==> src/rtl/pipe_hazard_ctrl.sv <==
// Pipeline stall/flush sequencer: memory-port arbitration, load-use bubbles,
// branch squash, halt freeze and a saturating stall-cycle counter.
module pipe_hazard_ctrl #(
   parameter int REG_W = 5,
   parameter int CNT_W = 32
) (
   input  logic             CLK,
   input  logic             nRST,
   input  logic             ihit,
   input  logic             dhit,
   input  logic             mem_dREN,
   input  logic             mem_dWEN,
   input  logic             mem_branch_taken,
   input  logic             mem_halt,
   input  logic             ex_memread,
   input  logic [REG_W-1:0] ex_rd,
   input  logic [REG_W-1:0] id_rs,
   input  logic [REG_W-1:0] id_rt,
   output logic             pc_en,
   output logic             ifid_stall,
   output logic             idex_stall,
   output logic             exmem_stall,
   output logic             memwb_stall,
   output logic             ifid_flush,
   output logic             idex_flush,
   output logic             exmem_flush,
   output logic             imem_en,
   output logic             dmem_en,
   output logic             halted,
   output logic [CNT_W-1:0] stall_count
);

   typedef enum logic {RUN, HALT} state_t;

   state_t           state_q, state_d;
   logic             d_done_q, d_done_d;
   logic             i_done_q, i_done_d;
   logic [CNT_W-1:0] cnt_q, cnt_d;

   logic run, dreq, d_ok, i_ok, advance, load_use, bubble;

   assign run      = (state_q == RUN);
   assign dreq     = mem_dREN | mem_dWEN;
   assign d_ok     = ~dreq | dhit | d_done_q;
   assign i_ok     = ihit | i_done_q;
   assign advance  = run & i_ok & d_ok;
   assign load_use = ex_memread & (ex_rd != '0) &
                     ((ex_rd == id_rs) | (ex_rd == id_rt));
   // Load-use bubble only fires when no taken branch squashes the ID slot
   assign bubble   = advance & ~mem_branch_taken & load_use;

   assign dmem_en     = run & dreq & ~d_done_q;
   assign imem_en     = run & ~i_done_q & ~(dreq & ~d_done_q);
   assign halted      = ~run;
   assign stall_count = cnt_q;

   always_comb begin
      pc_en       = 1'b0;
      ifid_stall  = 1'b0;
      idex_stall  = 1'b0;
      exmem_stall = 1'b0;
      memwb_stall = 1'b0;
      ifid_flush  = 1'b0;
      idex_flush  = 1'b0;
      exmem_flush = 1'b0;
      if (!advance) begin
         ifid_stall  = 1'b1;
         idex_stall  = 1'b1;
         exmem_stall = 1'b1;
         memwb_stall = 1'b1;
      end else if (mem_branch_taken) begin
         pc_en       = 1'b1;
         ifid_flush  = 1'b1;
         idex_flush  = 1'b1;
         exmem_flush = 1'b1;
      end else if (load_use) begin
         ifid_stall  = 1'b1;
         idex_flush  = 1'b1;
      end else begin
         pc_en       = 1'b1;
      end
   end

   always_comb begin
      state_d  = state_q;
      d_done_d = d_done_q;
      i_done_d = i_done_q;
      cnt_d    = cnt_q;
      if (advance) begin
         d_done_d = 1'b0;
         i_done_d = 1'b0;
      end else begin
         if (dhit) d_done_d = 1'b1;
         if (ihit) i_done_d = 1'b1;
      end
      if (run && (!advance || bubble) && (cnt_q != '1))
         cnt_d = cnt_q + 1'b1;
      if (advance && mem_halt)
         state_d = HALT;
   end

   always_ff @(posedge CLK or negedge nRST) begin
      if (!nRST) begin
         state_q  <= RUN;
         d_done_q <= 1'b0;
         i_done_q <= 1'b0;
         cnt_q    <= '0;
      end else begin
         state_q  <= state_d;
         d_done_q <= d_done_d;
         i_done_q <= i_done_d;
         cnt_q    <= cnt_d;
      end
   end

endmodule

==> config.mk <==
export PLATFORM = sky130hd
export DESIGN_NAME = pipe_hazard_ctrl
export DESIGN_NICKNAME = d
export VERILOG_FILES = /design/src/rtl/pipe_hazard_ctrl.sv
export SDC_FILE = /design/constraint.sdc
export NUM_CORES = 1
export LEC_CHECK = 0
export CAP_MARGIN = 20
export CORE_MARGIN = 5
export CORE_UTILIZATION = 40
export DETAILED_ROUTE_END_ITERATION = 8
export GPL_TIMING_DRIVEN = 1
export PLACE_DENSITY = 0.8
export SYNTH_ARGS = -nofsm -noshare
export SYNTH_HDL_FRONTEND = slang
export SYNTH_SLANG_ARGS = --single-unit
==> constraint.sdc <==
create_clock -name CLK -period 6.4 [get_ports CLK]
set_clock_uncertainty 0.15 [all_clocks]
set_input_delay 1.28 -clock CLK [delete_from_list [all_inputs] [get_ports CLK]]
set_output_delay 1.28 -clock CLK [all_outputs]
set_load 0.01 [all_outputs]
==> metrics, run 1 <==
Finished Layout Cells=341; vias in the first global route=between 1,500 and 2,000; slowest CP cell=clkdlybuf4s50_1; crit path kind=primary input to primary output; Nets=298; Commonest cells post-synth=dfrtp_1 (35), xor2_1 (27), nor2_1 (17); P_int=389 uW; most frequent CP cell=clkdlybuf4s50_1; most common cell in the netlist=dfrtp_1; Synth Instances=207; CP endpoint kind=primary output; post-synthesis sequential area ratio=43.8%; I/O pin count=67; H-Tree Level Count=2; Slew Limit Headroom=between 50% and 60%; WL per Instance=between 15 and 20 um; TritonCTS clock tree=yes; GP Congestion=0.818; Area after DPL=0.00270 sq mm; Seq cells post-synth=35; final setup vio count=0; Mapped Avg Cell Area=9.65 sq um; ys async rst share=100%; Die H=80.7 um; ys flop type=dfrtp_1; switching share of power=29.2%; largest net degree at the start of global routing=36; Power, Total=approximately 550 uW; clock-pin slew on the worst setup and hold paths=about 0.070 ns; Synth Area in Simple Gates=29.2%; post-CTS setup repair buffer count=0; arrival time at the worst endpoint=3.40 ns; antenna violations before repair=0; Post-Synth Adder-Cell Area=0.626%; Startpoint Class=primary input; post-synthesis compound-gate area fraction=4.01%; CTS buffer count=5; site row count=25; mux cell area share after synthesis=1.13%; worst-case clock buffer depth=2; initial drt markers=slightly above 200; synthesized net count=232; via/cell ratio=5.32; xor/xnor share of the synthesized area=17.5%; CP Cell Sequence=clkdlybuf4s50_1, or4_1, o21ai_1, nor2_1, a21oi_1, clkdlybuf4s50_1; Hold WC Path Type=register to register; minimum clock period=approximately 4.8 ns; area delta synth->final=39.7%; Clock Power Share=28.2%; Clock Latency Late Sink=0.29 ns; ANT cells=0; max_cap viols=0; Die Area=0.00651 sq mm; first-pass GRT wire length=8.46 mm; Post-synth EDFFs=0; Starting Density=41.8%; Root Buffer=clkbuf_8; DRT Pass-1 Iters=5; main combinational cell family by area after synthesis=simple AND/OR/NAND/NOR gates; # clock sinks=35; cts hold-fix bufs=0; Worst-Margin Slew=0.708 ns; maximum VDD drop=0.201 mV; status=completed; antenna-violating nets left=0; combinational share of power=22.2%; top cell type's share of synthesized area=43.8%; Inst Count DP=332; Distinct cells, synth=41; Resized cells post-CTS=0; finished layout cell area=0.00279 sq mm; Post-Route WL=5.17 mm; layout cells sized above 1=6.57%; yosys warns=0; Die W=80.7 um; GRT overflow=0; sequential power share=49.7%; Core Footprint=0.00479 sq mm; FMAX=207 MHz; Max Slew Vio Count=0; CP max stage delay=0.58 ns; DRC viols=0; IO Port Bufs=66; post-synth top area cell=dfrtp_1; setup TNS=0 ns; RSZ-0062 raised after global routing=false; CP Data Required Time=4.97 ns; P per Cell Area=197 mW/mm^2; Fin. Hold Viols=0; crit-path max FO=3; Tcrit/Tclk final=75.5%; Tot GR Track Use=16.7%; hpwl dp=3.79 mm; area of the mapped netlist=0.00200 sq mm; vias post-DR=1,813; Leak=approximately 0.98 nW; Sw Pwr=approximately 160 uW; most area-consuming cells after synthesis=dfrtp_1 (44%), xor2_1 (12%), xnor2_1 (5.7%)
worst max-delay path, delay by kind of cell:
family                 cells  cell delay [ns]
buffers and inverters      2             1.06
AND/OR/NAND/NOR            2             0.63
AO/OA/AOI/OAI              2             0.42
stage by stage:
stage          hold WS, ns  utilization (%)  setup WS, ns
6_report             0.340             58.3          1.57
4_1_cts              0.344             58.0          1.58
5_1_grt              0.368             58.3          1.51
2_1_floorplan        0.371                -          2.53
3_3_place_gp         0.331             56.3          1.65
3_5_place_dp         0.331             56.3          1.59
layout by cell type, fill, tap and decap left out, types with 9 or more instances in the layout:
cell type,netlist,routed
dfrtp_1,35,35
xor2_1,27,27
clkdlybuf4s50_1,0,66
nand3_1,14,14
nand2_1,14,14
xnor2_1,13,13
nor4_1,14,14
nand4_1,9,9
nor2_1,17,17
nor3_1,16,16
flip-flops by register name (all words and copies together), names as in the netlist:
| name | cells |
|---|---|
| stall_count | 32 |
| i_done_q | 1 |
| d_done_q | 1 |
| halted | 1 |
area by class of cell:
class | instances | area [sq um]
Multi-Input combinational cell | 158 | 1050
Tap cell | 67 | 83.8
Inverter | 5 | 18.8
Timing Repair Buffer | 68 | 683
Fill cell | 426 | 1990
Clock buffer | 7 | 76.3
Sequential cell | 35 | 876
Clock inverter | 1 | 5.00
power groups by stage:
stage | Clock, mW | Combinational, mW | Sequential [mW]
3_5_place_dp | 0 | 0.122 | 0.276
3_3_place_gp | 0 | 0.121 | 0.276
5_1_grt | 0.165 | 0.132 | 0.278
4_1_cts | 0.156 | 0.124 | 0.273
6_report | 0.155 | 0.122 | 0.273
2_1_floorplan | 0 | 0.0410 | 0.281
final timing paths:
path | endpoint | startpoint | cells past startpoint | slack, ns
max in group asynchronous | stall_count[9] | nRST | 2 | 4.53
hold reg to reg | stall_count[15] | stall_count[15] | 1 | 0.34
min in group asynchronous | stall_count[21] | nRST | 2 | 1.24
setup reg to reg | stall_count[12] | stall_count[0] | 7 | 3.83
setup / recovery | pc_en | ex_rd[1] | 6 | 1.57
hold / removal | stall_count[15] | stall_count[15] | 1 | 0.34
cells by family (layout without fill, tap and decap cells):
group	after synthesis	count (layout)
compound gates	11	11
xor+xnor	40	40
mux	2	2
buf+inv	14	81
simple gates	104	104
fa+ha+maj	1	1
flops	35	35
layer usage:
| metal | track usage (%) | up-vias | routed length (um) |
|---|---|---|---|
| met4 | 4.05 | 0 | 45 |
| met2 | 27.8 | 58 | 2550 |
| met5 | 0 | - | 0 |
| met3 | 4.04 | 5 | 273 |
| met1 | 21.6 | 873 | 2300 |
| li1 | - | 877 | - |
Power figures use the tool's default switching activity.
==> inputs of run 2 (changes only) <==
PLACE_DENSITY = 0.82   (was 0.8)
clock period = 3.9 ns   (was 6.4 ns; I/O delays follow)
==> run 2 against run 1 <==
Effect of this change:
- non-clock buffer count did not move
- highest routed layer unchanged
- combinational power rose by 64%
- critical endpoint is now ifid_stall
- die area unchanged
- critical path type unchanged
==> metrics, run 2 (synthesis results as in run 1) <==
status=completed; CP max stage delay=0.55 ns (-0.03 ns); combinational share of power=21.4% (-0.8 points); commonest non-fill, non-tap cell in the layout=clkdlybuf4s50_1; max_cap viols=0 (unchanged); via/cell ratio=5.28 (-0.77%); crit path kind=primary input to primary output; final worst setup slack=0.114 ns (-1.45 ns); finished layout cell area=0.00281 sq mm (+0.49%); Nets=298 (unchanged); slowest CP cell=or4_1; Tot GR Track Use=16.9% (+0.21 points); initial drt markers=124 (-40%); P per Cell Area=333 mW/mm^2 (+69%); end point of the critical path=ifid_stall; Root Buffer=clkbuf_8; worst reg2reg path startpoint=stall_count[0]; RSZ-0062 raised after global routing=false; setup TNS=0 ns (unchanged); ANT cells=0 (unchanged); site row count=25 (unchanged); Hold WC Path Type=register to register; Max Slew Vio Count=0 (unchanged); TritonCTS clock tree=yes; Die Area=0.00651 sq mm (unchanged); worst setup path start=ex_rd[1]; Starting Density=41.8% (unchanged); P_int=675 uW (+73%); largest net degree at the start of global routing=36 (unchanged); Worst-Margin Slew=0.692 ns (-0.0157 ns); Post-Route WL=5.21 mm (+0.79%); cts hold-fix bufs=0 (unchanged); Leak=1.00 nW (+2.5%); switching share of power=27.8% (-1.4 points); DRT Pass-1 Iters=4 (-1); WL per Instance=15.3 um (+0.79%); Crit Reg-Reg Endpoint=stall_count[12]; Die W=80.7 um (unchanged); H-Tree Level Count=2 (unchanged); FF-to-FF path depth=7 (unchanged); most frequent cells in the layout=clkdlybuf4s50_1 (65), dfrtp_1 (35), xor2_1 (27); CP Cell Sequence=clkdlybuf4s50_1, or4_1, o21ai_1, nor2_1, a21oi_1, inv_1, clkdlybuf4s50_1; Worst path depth=7 (+1); area delta synth->final=40.4%; layout cells sized above 1=6.93% (+0.36 points); sequential power share=48.0% (-1.7 points); max reg flops=32 (unchanged); Slew Limit Headroom=53.8% (+1.0 points); antenna-violating nets left=0 (unchanged); Die H=80.7 um (unchanged); CTS buffer count=5 (unchanged); I/O pin count=67 (unchanged); worst-case clock buffer depth=2 (unchanged); Sw Pwr=260 uW (+62%); final setup vio count=0 (unchanged); IO Port Bufs=66 (unchanged); CP Data Required Time=2.97 ns (-2.00 ns); GP Congestion=0.811 (-0.93%); minimum clock period=3.79 ns; r2r setup slk=1.32 ns (-2.51 ns); most frequent CP cell=clkdlybuf4s50_1; DRC viols=0 (unchanged); Fin. Hold Viols=0 (unchanged); antenna violations before repair=0 (unchanged); Startpoint Class=primary input; clock-pin slew on the worst setup and hold paths=0.06 ns (about the same); first-pass GRT wire length=8.49 mm (+0.40%); CP endpoint kind=primary output; maximum VDD drop=0.260 mV (+30%); GRT overflow=0 (unchanged); vias in the first global route=1,789 (-1.2%); CP delay by family, top=buffers and inverters; Clock Power Share=30.5% (+2.3 points); Power, Total=935 uW (+70%); Buf/Inv on CP=3 (+1); hold_sp=stall_count[22]; Core Footprint=0.00479 sq mm (unchanged); Post-Place Worst Slack=0.0944 ns (-1.49 ns); crit-path max FO=3 (unchanged); Tcrit/Tclk final=a little over nine tenths; vias post-DR=1,799 (-0.77%); Clock Latency Late Sink=0.29 ns (about the same); # clock sinks=35 (unchanged); hpwl dp=3.88 mm (+2.4%); Area after DPL=0.00270 sq mm (+0.28%); arrival time at the worst endpoint=2.86 ns (-0.54 ns); FMAX=264 MHz
run 2: cell count changes in the layout (fill, tap and decap cells not counted):
cell	delta
clkbuf_8	+2
buf_4	+1
buf_8	-1
clkbuf_1	-1
clkdlybuf4s50_1	-1
clkinv_2	-1
dlymetal6s2s_1	+1
run 2: final cells by class:
type / count / area, sq um
clock buffers: 8 / 100
multi-input cells: 158 / 1050
inverters: 5 / 18.8
well taps: 67 / 83.8
fillers: 434 / 1980
repair buffers: 68 / 678
flip-flops and latches: 35 / 876
run 2: what timing repair did:
| item | in CTS | in global routing |
|---|---|---|
| endpoints found under the setup margin | 0 | 1 |
| resized for setup | 0 | 1 |
| setup buffers | 0 | 0 |
run 2: worst min path at each step:
stage                            endpoint  slack [ns]  cells past startpoint
final                     stall_count[22]        0.34                      1
after global routing      stall_count[18]        0.38                      1
after CTS                 stall_count[18]        0.35                      1
after detailed placement  stall_count[18]        0.34                      1
after global placement    stall_count[31]        0.33                      1
after floorplan                  d_done_q        0.33                      0
run 2: power by group through the flow:
stage,combinational (mW),sequential (mW),clock [mW]
after detailed placement,0.202,0.455,0
after global routing,0.216,0.458,0.305
after floorplan,0.0673,0.462,0
final,0.200,0.449,0.285
after global placement,0.198,0.453,0
after CTS,0.203,0.449,0.292
run 2: layer usage:
layer | global-route usage (%) | up-vias | share of wire, %
met5 | 0 | - | 0
met4 | 5.07 | 0 | 1.0
met3 | 3.25 | 7 | 3.3
met2 | 28.9 | 38 | 51
met1 | 21.4 | 876 | 45
li1 | - | 878 | -
run 2: through the flow:
step	utilization, %	std cells	hold slack (ns)
2_1_floorplan	-	207	0.334
3_3_place_gp	56.5	333	0.331
3_5_place_dp	56.5	333	0.338
4_1_cts	58.6	341	0.347
5_1_grt	58.6	341	0.383
6_report	58.6	341	0.341
